==> src/rtl/numa_mem_router_if.sv <==
// numa_mem_router_if: core, local-RAM and inter-node signals of the NUMA memory router
//   master : router view (accepts core requests, drives local RAM and remote link)
//   slave  : environment view (core plus both memories)
interface numa_mem_router_if #(
    parameter int ADDR_W = 32,
    parameter int DATA_W = 32
);
    logic              cpu_req;
    logic              cpu_we;
    logic [ADDR_W-1:0] cpu_addr;
    logic [DATA_W-1:0] cpu_wdata;
    logic              cpu_ready;
    logic [DATA_W-1:0] cpu_rdata;
    logic              loc_en;
    logic              loc_we;
    logic [ADDR_W-1:0] loc_addr;
    logic [DATA_W-1:0] loc_wdata;
    logic [DATA_W-1:0] loc_rdata;
    logic              rem_req;
    logic              rem_we;
    logic [ADDR_W-1:0] rem_addr;
    logic [DATA_W-1:0] rem_wdata;
    logic              rem_ack;
    logic [DATA_W-1:0] rem_rdata;

    modport master (
        input  cpu_req, cpu_we, cpu_addr, cpu_wdata, loc_rdata, rem_ack, rem_rdata,
        output cpu_ready, cpu_rdata, loc_en, loc_we, loc_addr, loc_wdata,
               rem_req, rem_we, rem_addr, rem_wdata
    );

    modport slave (
        output cpu_req, cpu_we, cpu_addr, cpu_wdata, loc_rdata, rem_ack, rem_rdata,
        input  cpu_ready, cpu_rdata, loc_en, loc_we, loc_addr, loc_wdata,
               rem_req, rem_we, rem_addr, rem_wdata
    );
endinterface

==> src/rtl/numa_mem_router.sv <==
// numa_mem_router: routes core loads/stores to local RAM or the remote link by address node bit
//   CLOCK_50   : clock, rising edge
//   reset      : asynchronous active-low reset
//   bus        : core request/ready, local RAM port, remote request/ack port
//   local_cnt  : saturating count of completed local accesses
//   remote_cnt : saturating count of completed remote accesses
module numa_mem_router #(
    parameter int ADDR_W     = 32,
    parameter int DATA_W     = 32,
    parameter int NODE_BIT   = 12,
    parameter int NODE_ID    = 0,
    parameter int LOCAL_LAT  = 1,
    parameter int REMOTE_LAT = 4,
    parameter int CNT_W      = 16
) (
    input  logic                   CLOCK_50,
    input  logic                   reset,
    numa_mem_router_if.master      bus,
    output logic [CNT_W-1:0]       local_cnt,
    output logic [CNT_W-1:0]       remote_cnt
);
    localparam int   LAT_MAX = LOCAL_LAT > REMOTE_LAT ? LOCAL_LAT : REMOTE_LAT;
    localparam int   CW      = $clog2(LAT_MAX + 1);
    localparam logic NODE_L  = 1'(NODE_ID);

    typedef enum logic [2:0] {IDLE, LOC_ACC, REM_DLY, REM_WAIT, DONE} state_t;

    state_t            state_q, state_d;
    logic              we_q, we_d;
    logic [ADDR_W-1:0] addr_q, addr_d;
    logic [DATA_W-1:0] wdata_q, wdata_d;
    logic [DATA_W-1:0] rdata_q, rdata_d;
    logic [CW-1:0]     cnt_q, cnt_d;
    logic [CNT_W-1:0]  loc_cnt_q, loc_cnt_d;
    logic [CNT_W-1:0]  rem_cnt_q, rem_cnt_d;

    assign local_cnt  = loc_cnt_q;
    assign remote_cnt = rem_cnt_q;

    always_ff @(posedge CLOCK_50 or negedge reset) begin
        if (!reset) begin
            state_q   <= IDLE;
            we_q      <= 1'b0;
            addr_q    <= '0;
            wdata_q   <= '0;
            rdata_q   <= '0;
            cnt_q     <= '0;
            loc_cnt_q <= '0;
            rem_cnt_q <= '0;
        end else begin
            state_q   <= state_d;
            we_q      <= we_d;
            addr_q    <= addr_d;
            wdata_q   <= wdata_d;
            rdata_q   <= rdata_d;
            cnt_q     <= cnt_d;
            loc_cnt_q <= loc_cnt_d;
            rem_cnt_q <= rem_cnt_d;
        end
    end

    // Outputs decode from state_q only, so an asynchronous reset drops them at once.
    always_comb begin
        state_d       = state_q;
        we_d          = we_q;
        addr_d        = addr_q;
        wdata_d       = wdata_q;
        rdata_d       = rdata_q;
        cnt_d         = cnt_q;
        loc_cnt_d     = loc_cnt_q;
        rem_cnt_d     = rem_cnt_q;
        bus.cpu_ready = 1'b0;
        bus.cpu_rdata = '0;
        bus.loc_en    = 1'b0;
        bus.loc_we    = 1'b0;
        bus.loc_addr  = '0;
        bus.loc_wdata = '0;
        bus.rem_req   = 1'b0;
        bus.rem_we    = 1'b0;
        bus.rem_addr  = '0;
        bus.rem_wdata = '0;
        case (state_q)
            IDLE: if (bus.cpu_req) begin
                we_d    = bus.cpu_we;
                addr_d  = bus.cpu_addr;
                wdata_d = bus.cpu_wdata;
                state_d = bus.cpu_addr[NODE_BIT] == NODE_L ? LOC_ACC : REM_DLY;
                cnt_d   = bus.cpu_addr[NODE_BIT] == NODE_L ? CW'(LOCAL_LAT - 1) : CW'(REMOTE_LAT - 1);
            end
            LOC_ACC: begin
                bus.loc_en    = 1'b1;
                // the counter still holds its load value only in the first cycle
                bus.loc_we    = we_q && cnt_q == CW'(LOCAL_LAT - 1);
                bus.loc_addr  = addr_q;
                bus.loc_wdata = wdata_q;
                cnt_d         = cnt_q - 1'b1;
                if (cnt_q == '0) begin
                    state_d = DONE;
                    rdata_d = we_q ? '0 : bus.loc_rdata;
                end
            end
            REM_DLY: begin
                cnt_d = cnt_q - 1'b1;
                if (cnt_q == '0) state_d = REM_WAIT;
            end
            REM_WAIT: begin
                bus.rem_req   = 1'b1;
                bus.rem_we    = we_q;
                bus.rem_addr  = addr_q;
                bus.rem_wdata = wdata_q;
                if (bus.rem_ack) begin
                    state_d = DONE;
                    rdata_d = we_q ? '0 : bus.rem_rdata;
                end
            end
            DONE: begin
                bus.cpu_ready = 1'b1;
                bus.cpu_rdata = rdata_q;
                state_d       = IDLE;
                if (addr_q[NODE_BIT] == NODE_L) loc_cnt_d = &loc_cnt_q ? loc_cnt_q : loc_cnt_q + 1'b1;
                else rem_cnt_d = &rem_cnt_q ? rem_cnt_q : rem_cnt_q + 1'b1;
            end
            default: state_d = IDLE;
        endcase
    end
endmodule

==> src/flat_wrapper.sv <==
// flat-port wrapper written by rule: the top's interface ports become plain ports
module numa_mem_router_flat 
#(
    parameter int ADDR_W     = 32,
    parameter int DATA_W     = 32,
    parameter int NODE_BIT   = 12,
    parameter int NODE_ID    = 0,
    parameter int LOCAL_LAT  = 1,
    parameter int REMOTE_LAT = 4,
    parameter int CNT_W      = 16
)
  (CLOCK_50, reset, local_cnt, remote_cnt, bus_cpu_req, bus_cpu_we, bus_cpu_addr, bus_cpu_wdata, bus_loc_rdata, bus_rem_ack, bus_rem_rdata, bus_cpu_ready, bus_cpu_rdata, bus_loc_en, bus_loc_we, bus_loc_addr, bus_loc_wdata, bus_rem_req, bus_rem_we, bus_rem_addr, bus_rem_wdata);
  numa_mem_router_if #(.ADDR_W(ADDR_W), .DATA_W(DATA_W)) bus_i ();
  input  logic CLOCK_50;
  input  logic reset;
  output logic [CNT_W-1:0] local_cnt;
  output logic [CNT_W-1:0] remote_cnt;
  input wire logic [$bits(bus_i.cpu_req)-1:0] bus_cpu_req;
  input wire logic [$bits(bus_i.cpu_we)-1:0] bus_cpu_we;
  input wire logic [$bits(bus_i.cpu_addr)-1:0] bus_cpu_addr;
  input wire logic [$bits(bus_i.cpu_wdata)-1:0] bus_cpu_wdata;
  input wire logic [$bits(bus_i.loc_rdata)-1:0] bus_loc_rdata;
  input wire logic [$bits(bus_i.rem_ack)-1:0] bus_rem_ack;
  input wire logic [$bits(bus_i.rem_rdata)-1:0] bus_rem_rdata;
  output wire logic [$bits(bus_i.cpu_ready)-1:0] bus_cpu_ready;
  output wire logic [$bits(bus_i.cpu_rdata)-1:0] bus_cpu_rdata;
  output wire logic [$bits(bus_i.loc_en)-1:0] bus_loc_en;
  output wire logic [$bits(bus_i.loc_we)-1:0] bus_loc_we;
  output wire logic [$bits(bus_i.loc_addr)-1:0] bus_loc_addr;
  output wire logic [$bits(bus_i.loc_wdata)-1:0] bus_loc_wdata;
  output wire logic [$bits(bus_i.rem_req)-1:0] bus_rem_req;
  output wire logic [$bits(bus_i.rem_we)-1:0] bus_rem_we;
  output wire logic [$bits(bus_i.rem_addr)-1:0] bus_rem_addr;
  output wire logic [$bits(bus_i.rem_wdata)-1:0] bus_rem_wdata;
  assign bus_i.cpu_req = bus_cpu_req;
  assign bus_i.cpu_we = bus_cpu_we;
  assign bus_i.cpu_addr = bus_cpu_addr;
  assign bus_i.cpu_wdata = bus_cpu_wdata;
  assign bus_i.loc_rdata = bus_loc_rdata;
  assign bus_i.rem_ack = bus_rem_ack;
  assign bus_i.rem_rdata = bus_rem_rdata;
  assign bus_cpu_ready = bus_i.cpu_ready;
  assign bus_cpu_rdata = bus_i.cpu_rdata;
  assign bus_loc_en = bus_i.loc_en;
  assign bus_loc_we = bus_i.loc_we;
  assign bus_loc_addr = bus_i.loc_addr;
  assign bus_loc_wdata = bus_i.loc_wdata;
  assign bus_rem_req = bus_i.rem_req;
  assign bus_rem_we = bus_i.rem_we;
  assign bus_rem_addr = bus_i.rem_addr;
  assign bus_rem_wdata = bus_i.rem_wdata;
  numa_mem_router #(.ADDR_W(ADDR_W), .DATA_W(DATA_W), .NODE_BIT(NODE_BIT), .NODE_ID(NODE_ID), .LOCAL_LAT(LOCAL_LAT), .REMOTE_LAT(REMOTE_LAT), .CNT_W(CNT_W)) u_core (.CLOCK_50(CLOCK_50), .reset(reset), .bus(bus_i), .local_cnt(local_cnt), .remote_cnt(remote_cnt));
endmodule
==> config.mk <==
export PLATFORM = sky130hd
export DESIGN_NAME = numa_mem_router_flat
export DESIGN_NICKNAME = d
export VERILOG_FILES = /design/src/rtl/numa_mem_router_if.sv /design/src/rtl/numa_mem_router.sv /design/src/flat_wrapper.sv
export SDC_FILE = /design/constraint.sdc
export NUM_CORES = 1
export LEC_CHECK = 0
export CAP_MARGIN = 20
export CORE_MARGIN = 1
export CORE_UTILIZATION = 35
export DETAILED_ROUTE_END_ITERATION = 12
export PLACE_DENSITY = 0.79
export SETUP_SLACK_MARGIN = 0.3
export SLEW_MARGIN = 20
export SYNTH_ARGS = -nofsm -noshare
export SYNTH_HDL_FRONTEND = slang
export SYNTH_SLANG_ARGS = --single-unit
==> constraint.sdc <==
create_clock -name CLOCK_50 -period 2.85 [get_ports CLOCK_50]
set_clock_uncertainty 0.2 [all_clocks]
set_input_delay 0.855 -clock CLOCK_50 [delete_from_list [all_inputs] [get_ports CLOCK_50]]
set_output_delay 0.855 -clock CLOCK_50 [all_outputs]
set_load 0.02 [all_outputs]
After elaboration in Yosys (flattened, before gate mapping)
Index checks and enable logic that the tools add are counted.

operators by class
  add/subtract/negate cells = 3
  eq/ne operators = 8
  muxes and demuxes = 24
  bitwise gates (word level) = 3
  reduce and logical (&&, ||, !) cells = 14

operators with widths
  cell                                                                      number
  32-bit two-way mux                                                        9
  32-bit case mux with 2 select lines                                       1
  16-bit by 1-bit adder with 16-bit output (second input constant)          2
  16-bit AND reduction                                                      2
  3-bit two-way mux                                                         5
  3-bit case mux with 4 select lines                                        1
  3-bit AND reduction                                                       3
  3-bit by 2-bit equality test with 1-bit output (second input constant)    2
  3-bit zero test                                                           2
  3-bit case mux with 2 select lines                                        1
  1-bit two-way mux                                                         5
  2-bit two-way mux                                                         2
  2-bit by 1-bit inequality test with 1-bit output (second input constant)  2
  2-bit inequality test (second input constant)                             2
  2-bit AND reduction                                                       2
  4-bit AND reduction                                                       1
  2-bit nonzero test                                                        2
  3-bit by 1-bit equality test with 1-bit output (second input constant)    1
  3-bit equality test (second input constant)                               1
  1-bit inverter                                                            3
  3-bit by 1-bit subtractor with 3-bit output (second input constant)       1
  2-bit OR reduction                                                        1
  1-bit logical AND                                                         1

word-level totals
  flip-flop bits (word level) = 135
  bits of input ports = 133
  output and inout port bits = 197

Depth between registers and ports, before layout
Gate-level depths: netlist (run 1).

  depth in word-level cells = 4
  depth in mapped cells = 8
  mapped depth without buffers = 6

Worst setup path after synthesis (run 1)
OpenSTA, ideal clock, no wires.

  path type = flip-flop to output port
  from = register u_core.state_q[2]
  to = output bus_rem_wdata[10]
  arrival time = 1.675 ns
  data required time = 1.795 ns
  slack = 0.120 ns
  stages on the path, launching flop included = 8
  cells stage by stage = dfrtp_1 clkbuf_1 inv_1 and3_1 buf_2 buf_2 clkbuf_1 and2_1

on the way
  longest elaborated chain between the ends = 2

RTL lines
  item                                            line                   text
  start: declaration                              numa_mem_router.sv:28  state_t state_q, state_d;
  start signal: assignment                        numa_mem_router.sv:51  state_q <= state_d;
  3-bit by 2-bit equality test with 1-bit output  numa_mem_router.sv:82  case (state_q)
  32-bit two-way mux                              numa_mem_router.sv:82
  end: declaration                                flat_wrapper.sv:34     output wire logic [$bits(bus_i.rem_wdata)-1:0] bus_rem_wdata;

Every way passes these cells.

Worst setup path after layout (run 1)
  from = register u_core.state_q[0]
  to = output bus_cpu_rdata[1]

on the way
  longest elaborated chain between the ends = 2

RTL lines
  item                 line                   text
  3-bit equality test  numa_mem_router.sv:82
  32-bit two-way mux   numa_mem_router.sv:82
  end: declaration     flat_wrapper.sv:26     output wire logic [$bits(bus_i.cpu_rdata)-1:0] bus_cpu_rdata;

Every way passes these cells.

==> results of run 1 <==
path summary, 6_finish.rpt:
kind,end,slack (ns),depth (start not counted),from
worst max-delay path,bus_cpu_rdata[1],-0.12,7,u_core.state_q[0]
worst min-delay path,u_core.wdata_q[10],0.19,1,reset
worst max register to register,u_core.remote_cnt[1],0.45,10,u_core.state_q[0]
worst min register to register,u_core.rdata_q[19],0.29,2,u_core.rdata_q[19]
max in group asynchronous,u_core.wdata_q[8],1.58,2,reset
min in group CLOCK_50,u_core.rdata_q[19],0.29,2,u_core.rdata_q[19]
per-layer routing:
layer	GRT usage [%]	vias up	part of all wire (%)
met3	5.63	35	5.3
met5	0	-	0
met2	36.3	203	51
met4	7.84	0	2.0
li1	-	2969	-
met1	26.2	3115	42
cell usage after synthesis, types with 3 or more instances:
library cell / instances
and4_1: 6
xnor2_1: 15
clkbuf_1: 30
nand2_1: 44
nand4_1: 12
and3_1: 8
inv_1: 7
nor3_1: 11
nor2b_1: 3
mux2_2: 68
a21oi_1: 5
ha_1: 4
mux2i_1: 32
and2_1: 163
o31ai_1: 32
nor2_1: 7
nand3_1: 12
buf_2: 12
nor4_1: 6
xor2_1: 16
dfrtp_1: 135
through the flow:
step                setup slack [ns]  hold slack (ns)  TNS (ns)  cells
floorplan                      0.300            0.240         0    656
global placement             -0.0619            0.261     -1.60   1232
detailed placement           -0.0968            0.266     -3.05   1232
CTS                           -0.116            0.194     -8.62   1283
global route                  -0.188            0.199    -13.39   1294
finish                        -0.118            0.188     -4.94   1295
layout by cell type (no fill, tap or decap), types with 12 or more instances in the layout:
master / count
and2_1: 52
nand4_1: 12
clkbuf_16: 22
mux2i_1: 32
clkdlybuf4s15_2: 12
nand2_1: 44
xor2_1: 16
dfrtp_1: 135
and2_4: 91
buf_4: 28
nand3_1: 12
o31ai_1: 32
xnor2_1: 15
clkdlybuf4s50_1: 163
clkbuf_2: 34
mux2_2: 68
buf_6: 122
buf_12: 15
and2_2: 20
power by group:
| part | leakage (nW) | internal, mW | total, mW | switching (mW) |
|---|---|---|---|---|
| Sequential | 1.70 | 2.65 | 3.26 | 0.606 |
| Clock | 0.317 | 1.67 | 2.53 | 0.863 |
| Combinational | 3.50 | 3.39 | 6.33 | 2.94 |
final cells by class:
type                            instances  area share, %
Clock inverter                         11           1.80
Multi-Input combinational cell        468           30.2
Inverter                                7          0.275
Tap cell                              265           2.70
Timing Repair Buffer                  388           33.9
Clock buffer                           20           3.63
Antenna cell                            1         0.0203
Sequential cell                       135           27.5
flip-flops by register name (all words and copies together), names as in the netlist:
name               cells
u_core.addr_q         32
u_core.rdata_q        32
u_core.wdata_q        32
u_core.local_cnt      16
u_core.remote_cnt     16
u_core.cnt_q           3
u_core.state_q         3
u_core.we_q            1
what timing repair did:
| action | 4_1_cts | 5_1_grt |
|---|---|---|
| setup buffers | 14 | 5 |
| pin swaps | 16 | 48 |
| gates resized for setup | 760 | 201 |
| cloned | 6 | 6 |
| hold endpoints to repair | 0 | 0 |
| setup endpoints to repair | 177 | 193 |
| hold buffers | 0 | 0 |
kinds of logic after synthesis:
| logic type | after synthesis | synth area share, % |
|---|---|---|
| flops | 135 | 48.0 |
| mux | 100 | 15.4 |
| simple gates | 283 | 23.5 |
| xor+xnor | 31 | 3.86 |
| compound gates | 50 | 5.19 |
| buf+inv | 53 | 3.25 |
| fa+ha+maj | 4 | 0.711 |
==> impl_results.md, run 1 <==
* Worst-Margin Slew at between 0.8 and 0.9 ns
* CTS max path bufs at 2
* IO Pins at 330
* Max Cap Violations at 0
* Total DRC errors in the routed layout at 0
* Most frequent CP cell: buf_6
* Vert. Die Dim at roughly 140 um
* Relative slew slack at 45.9%
* Post-DRT Antenna Nets at 0
* CTS Sinks at 135
* CP startpoint kind: flip-flop
* Fill cell count at 1558
* Hold crit path type: in -> async
* EDFF count, synth at 0
* FF/Latch Area at ~3400 sq um
* Failing checks: negative setup slack
* Pwr/cell area at 985 nW/um^2
* Row count at 51
* Via count at roughly 6300
* RSZ-0062 raised after global routing: yes
* #FFs+latches synth at 135
* DR iter-0 viols at 342
* Ranking of synthesized cells by area: dfrtp_1 48%, and2_1 14%, mux2_2 11%
* DRT Pass-1 Iters at 4
* Port Buf Inserts at between 300 and 400
* CTS Buf Count at 17
* Final wirelength at between 20000 and 25000 um
* Post-synthesis sequential area ratio at 48.0%
* Period minus WS final at 2.97 ns
* Die ar. at 20700 sq um
* Cells along the critical path: or3b_4, inv_8, buf_12, buf_6, buf_16, and2_4, buf_6
* Largest area contributor in the synthesized netlist: dfrtp_1
* Vias per cell at 4.88
* Post-synthesis cell type count at 43
* Peak supply drop at 511 uV
* Vias in the first global route at 6179
* Die Wd at roughly 140 um
* Max FO, Critical Path at 8
* Global route total overflow at 0
* Slowest stage delay, CP at 0.45 ns
* HPWL Detailed at 15400 um
* Final net count at 1154
* Fmax at 337 MHz
* Worst endpoint required time at 1.80 ns
* Async SR Flop Fraction at 100%
* CTS tree: yes
* Fin area at 12300 sq um
* Synth-to-layout area growth at 74.8%
* H-tree depth at 4
* Syn. warnings at 0
* Core Footprint at 19600 sq um
* Syn avg cell area at between 10 and 15 sq um
* Slack of the critical path at -0.118 ns
* Multi-input logic area at about 3700 sq um
* Run status: finished with violations
* Tcrit/Tclk final at 104%
* Post-synth top flop: dfrtp_1
* Total Power at 12.1 mW
* Root Buffer Master: clkbuf_16
* Starting density of the core at 35.9%
* Cell area after synthesis at about 7000 sq um
* Synth top area share at 48.0%
* Wire per inst at around 18 um
* Crit end category: primary output
* Clk slew on worst S/H paths at around 0.060 ns
* Final Hold Fails at 0
* Pins Over Slew Limit at 0
* Final core utilization at 62.8%
* Final setup fails at 82
* Worst path bufs/invs at 5
* Crit-path leading delay family: simple AND/OR/NAND/NOR gates
* GRT Util Overall at 21.5%
* Largest net degree at the start of global routing at between 60 and 70
* Leak pwr at 5.51 nW
* Cells after synthesis at 656
* Clock Latency Late Sink at 0.41 ns
* Syn_nets at 793
* Initial antenna violation count at 0
* Share of layout cells above drive strength 1 at between 40% and 50%
* Global-route wire length before repair at 33500 um
* Post-placement cell area at 10900 sq um
* Arr. time, crit path at 1.91 ns
* Worst path slowest cell: or3b_4
* Critical path class: reg -> out
* GP Congestion at 0.817
(Power assumes the default switching activity.)
==> run 2: changes to the inputs <==
Settings changed: CORE_MARGIN 1 to 3.
==> run 2 against run 1 <==
Effect of this change: the flow still finishes with violations (negative setup slack); final area is 0.46% higher; sequential power is 2% higher; final cell count is 0.39% lower; total power is 0.74% lower; setup slack better by 0.066 ns; critical path depth stayed put; global-route usage is 0.50 points lower; die area is 5.6% higher; register-to-register slack worse by 0.09 ns; largest cell class unchanged; highest routed layer unchanged.
==> impl_results.md, run 2 (same netlist as run 1, synthesis figures left out) <==
* Wire per inst at 19.3 um
* Placed insts at 1240
* Pins Over Slew Limit at 0
* Max Cap Violations at 0
* M2 GR Usage at 36.1%
* Hold buffer count at cts at 0
* Cells along the critical path: buf_6, nor3_4, buf_6, buf_12, clkbuf_16, and2_4, buf_6
* Fmax at 345 MHz
* Register-to-Register Path Depth at 7
* Critical path class: reg -> out
* Worst-Margin Slew at between 0.7 and 0.8 ns
* Die Wd at 148 um
* Core Footprint at a little under 20000 sq um
* Clock Latency Late Sink at 0.41 ns
* Fill cell count at roughly 1500
* Final wirelength at 24900 um
* Tcrit/Tclk final at 102%
* IO Pins at 330
* Global route total overflow at 0
* Max FO, Critical Path at 7
* Global-route wire length before repair at 35800 um
* Final net count at roughly 1100
* CTS max path bufs at 2
* Most frequent CP cell: buf_6
* Largest regs: u_core.addr_q x32, u_core.rdata_q x32, u_core.wdata_q x32
* Root Buffer Master: clkbuf_16
* Setup TNS at -1.17 ns
* FF-to-FF End: u_core.local_cnt[10]
* CTS Buf Count at 17
* CTS Sinks at 135
* Clk slew on worst S/H paths at roughly 0.070 ns
* Vias per cell at 4.94
* DR iter-0 viols at 238
* Relative slew slack at 50.4%
* Synth-to-layout area growth at 75.6%
* Pwr/cell area at 973 nW/um^2
* H-tree depth at 4
* R2R Setup Slk at approximately 0.36 ns
* Slack of the critical path at -0.0520 ns
* Via count at 6374
* Most frequent cells in the layout: 135 x clkdlybuf4s50_1, 135 x dfrtp_1, 134 x buf_6
* Post-Layout Cell Count at 1290
* GRT busiest layer: met2
* Run status: finished with violations
* Hold crit path type: in -> async
* Worst path slowest cell: dfrtp_1
* CP startpoint kind: flip-flop
* Crit end category: primary output
* HPWL Detailed at 16600 um
* Initial antenna violation count at 0
* Met1 Use GR at 26.6%
* Final setup fails at 64
* Worst endpoint required time at between 1.5 and 2 ns
* RSZ-0062 raised after global routing: yes
* Post-DRT Antenna Nets at 0
* Leak pwr at 6.03 nW
* N_diodes at 0
* RR Startpoint: u_core.state_q[1]
* Vert. Die Dim at 148 um
* Slowest stage delay, CP at 0.39 ns
* Met3 Resource Use GR at 4.69%
* Port Buf Inserts at 329
* Final Hold Fails at 0
* Largest net degree at the start of global routing at 66
* Period minus WS final at 2.90 ns
* CTS tree: yes
* Die ar. at 21800 sq um
* Vias in the first global route at 6299
* GRT Util Overall at 21.0%
* Fin Hold WS at 0.182 ns
* Share of layout cells above drive strength 1 at between 40% and 50%
* DRT Pass-1 Iters at 6
* Starting density of the core at 35.9%
* Peak supply drop at 554 uV
* Final core utilization at 63.1%
* Row count at 51
* GP Congestion at 0.845
* Arr. time, crit path at 1.85 ns
* Total DRC errors in the routed layout at 0
* Failing checks: negative setup slack
[run 2: area by class of cell]
| cell class | instances | area, sq um | area share (%) |
|---|---|---|---|
| clock buffers | 18 | 429 | 3.47 |
| clock inverters | 14 | 199 | 1.61 |
| inverters | 7 | 38.8 | 0.314 |
| well taps | 265 | 332 | 2.68 |
| flip-flops and latches | 135 | 3380 | 27.3 |
| multi-input cells | 468 | 3790 | 30.7 |
| repair buffers | 383 | 4190 | 33.9 |
[run 2: stage by stage]
| stage | instance area, sq um | total power [mW] | setup WS, ns |
|---|---|---|---|
| final | 12400 | 12.0 | -0.0520 |
| after global routing | 12400 | 12.6 | -0.131 |
| after CTS | 11600 | 11.3 | -0.0540 |
| after detailed placement | 10900 | 8.54 | -0.116 |
| after global placement | 10900 | 8.45 | -0.0660 |
| after floorplan | 7130 | 6.10 | 0.300 |
[run 2: how the worst max path moves through the flow]
stage,from,end,depth (start not counted)
6_report,u_core.state_q[1],bus_loc_wdata[9],7
3_3_place_gp,u_core.state_q[0],bus_cpu_rdata[25],5
5_1_grt,u_core.state_q[1],bus_loc_wdata[9],7
3_5_place_dp,u_core.state_q[2],bus_loc_addr[2],5
4_1_cts,u_core.state_q[1],bus_loc_addr[0],7
2_1_floorplan,u_core.state_q[0],bus_cpu_rdata[29],4
[run 2: what timing repair did]
action,4_1_cts,5_1_grt
endpoints found under the setup margin,179,194
resized for setup,885,230
cloned,5,7
pin swaps,19,30
buffers inserted,5,1
[run 2: critical path: cells and delay by family, from the launching register on]
kind | cells | cell delay (ns)
buffers and inverters | 5 | 0.68
flip-flops | 1 | 0.39
AND/OR/NAND/NOR | 2 | 0.37
[run 2: power by group]
group / switching [mW] / internal (mW) / total (mW)
registers: 0.665 / 2.65 / 3.31
logic: 2.91 / 3.43 / 6.34
clock network: 0.898 / 1.48 / 2.37
[run 2: per-layer routing]
layer | share of wire, % | vias up
li1 | - | 2970
met2 | 52 | 232
met3 | 5.0 | 30
met1 | 41 | 3142
met5 | 0 | -
met4 | 1.8 | 0
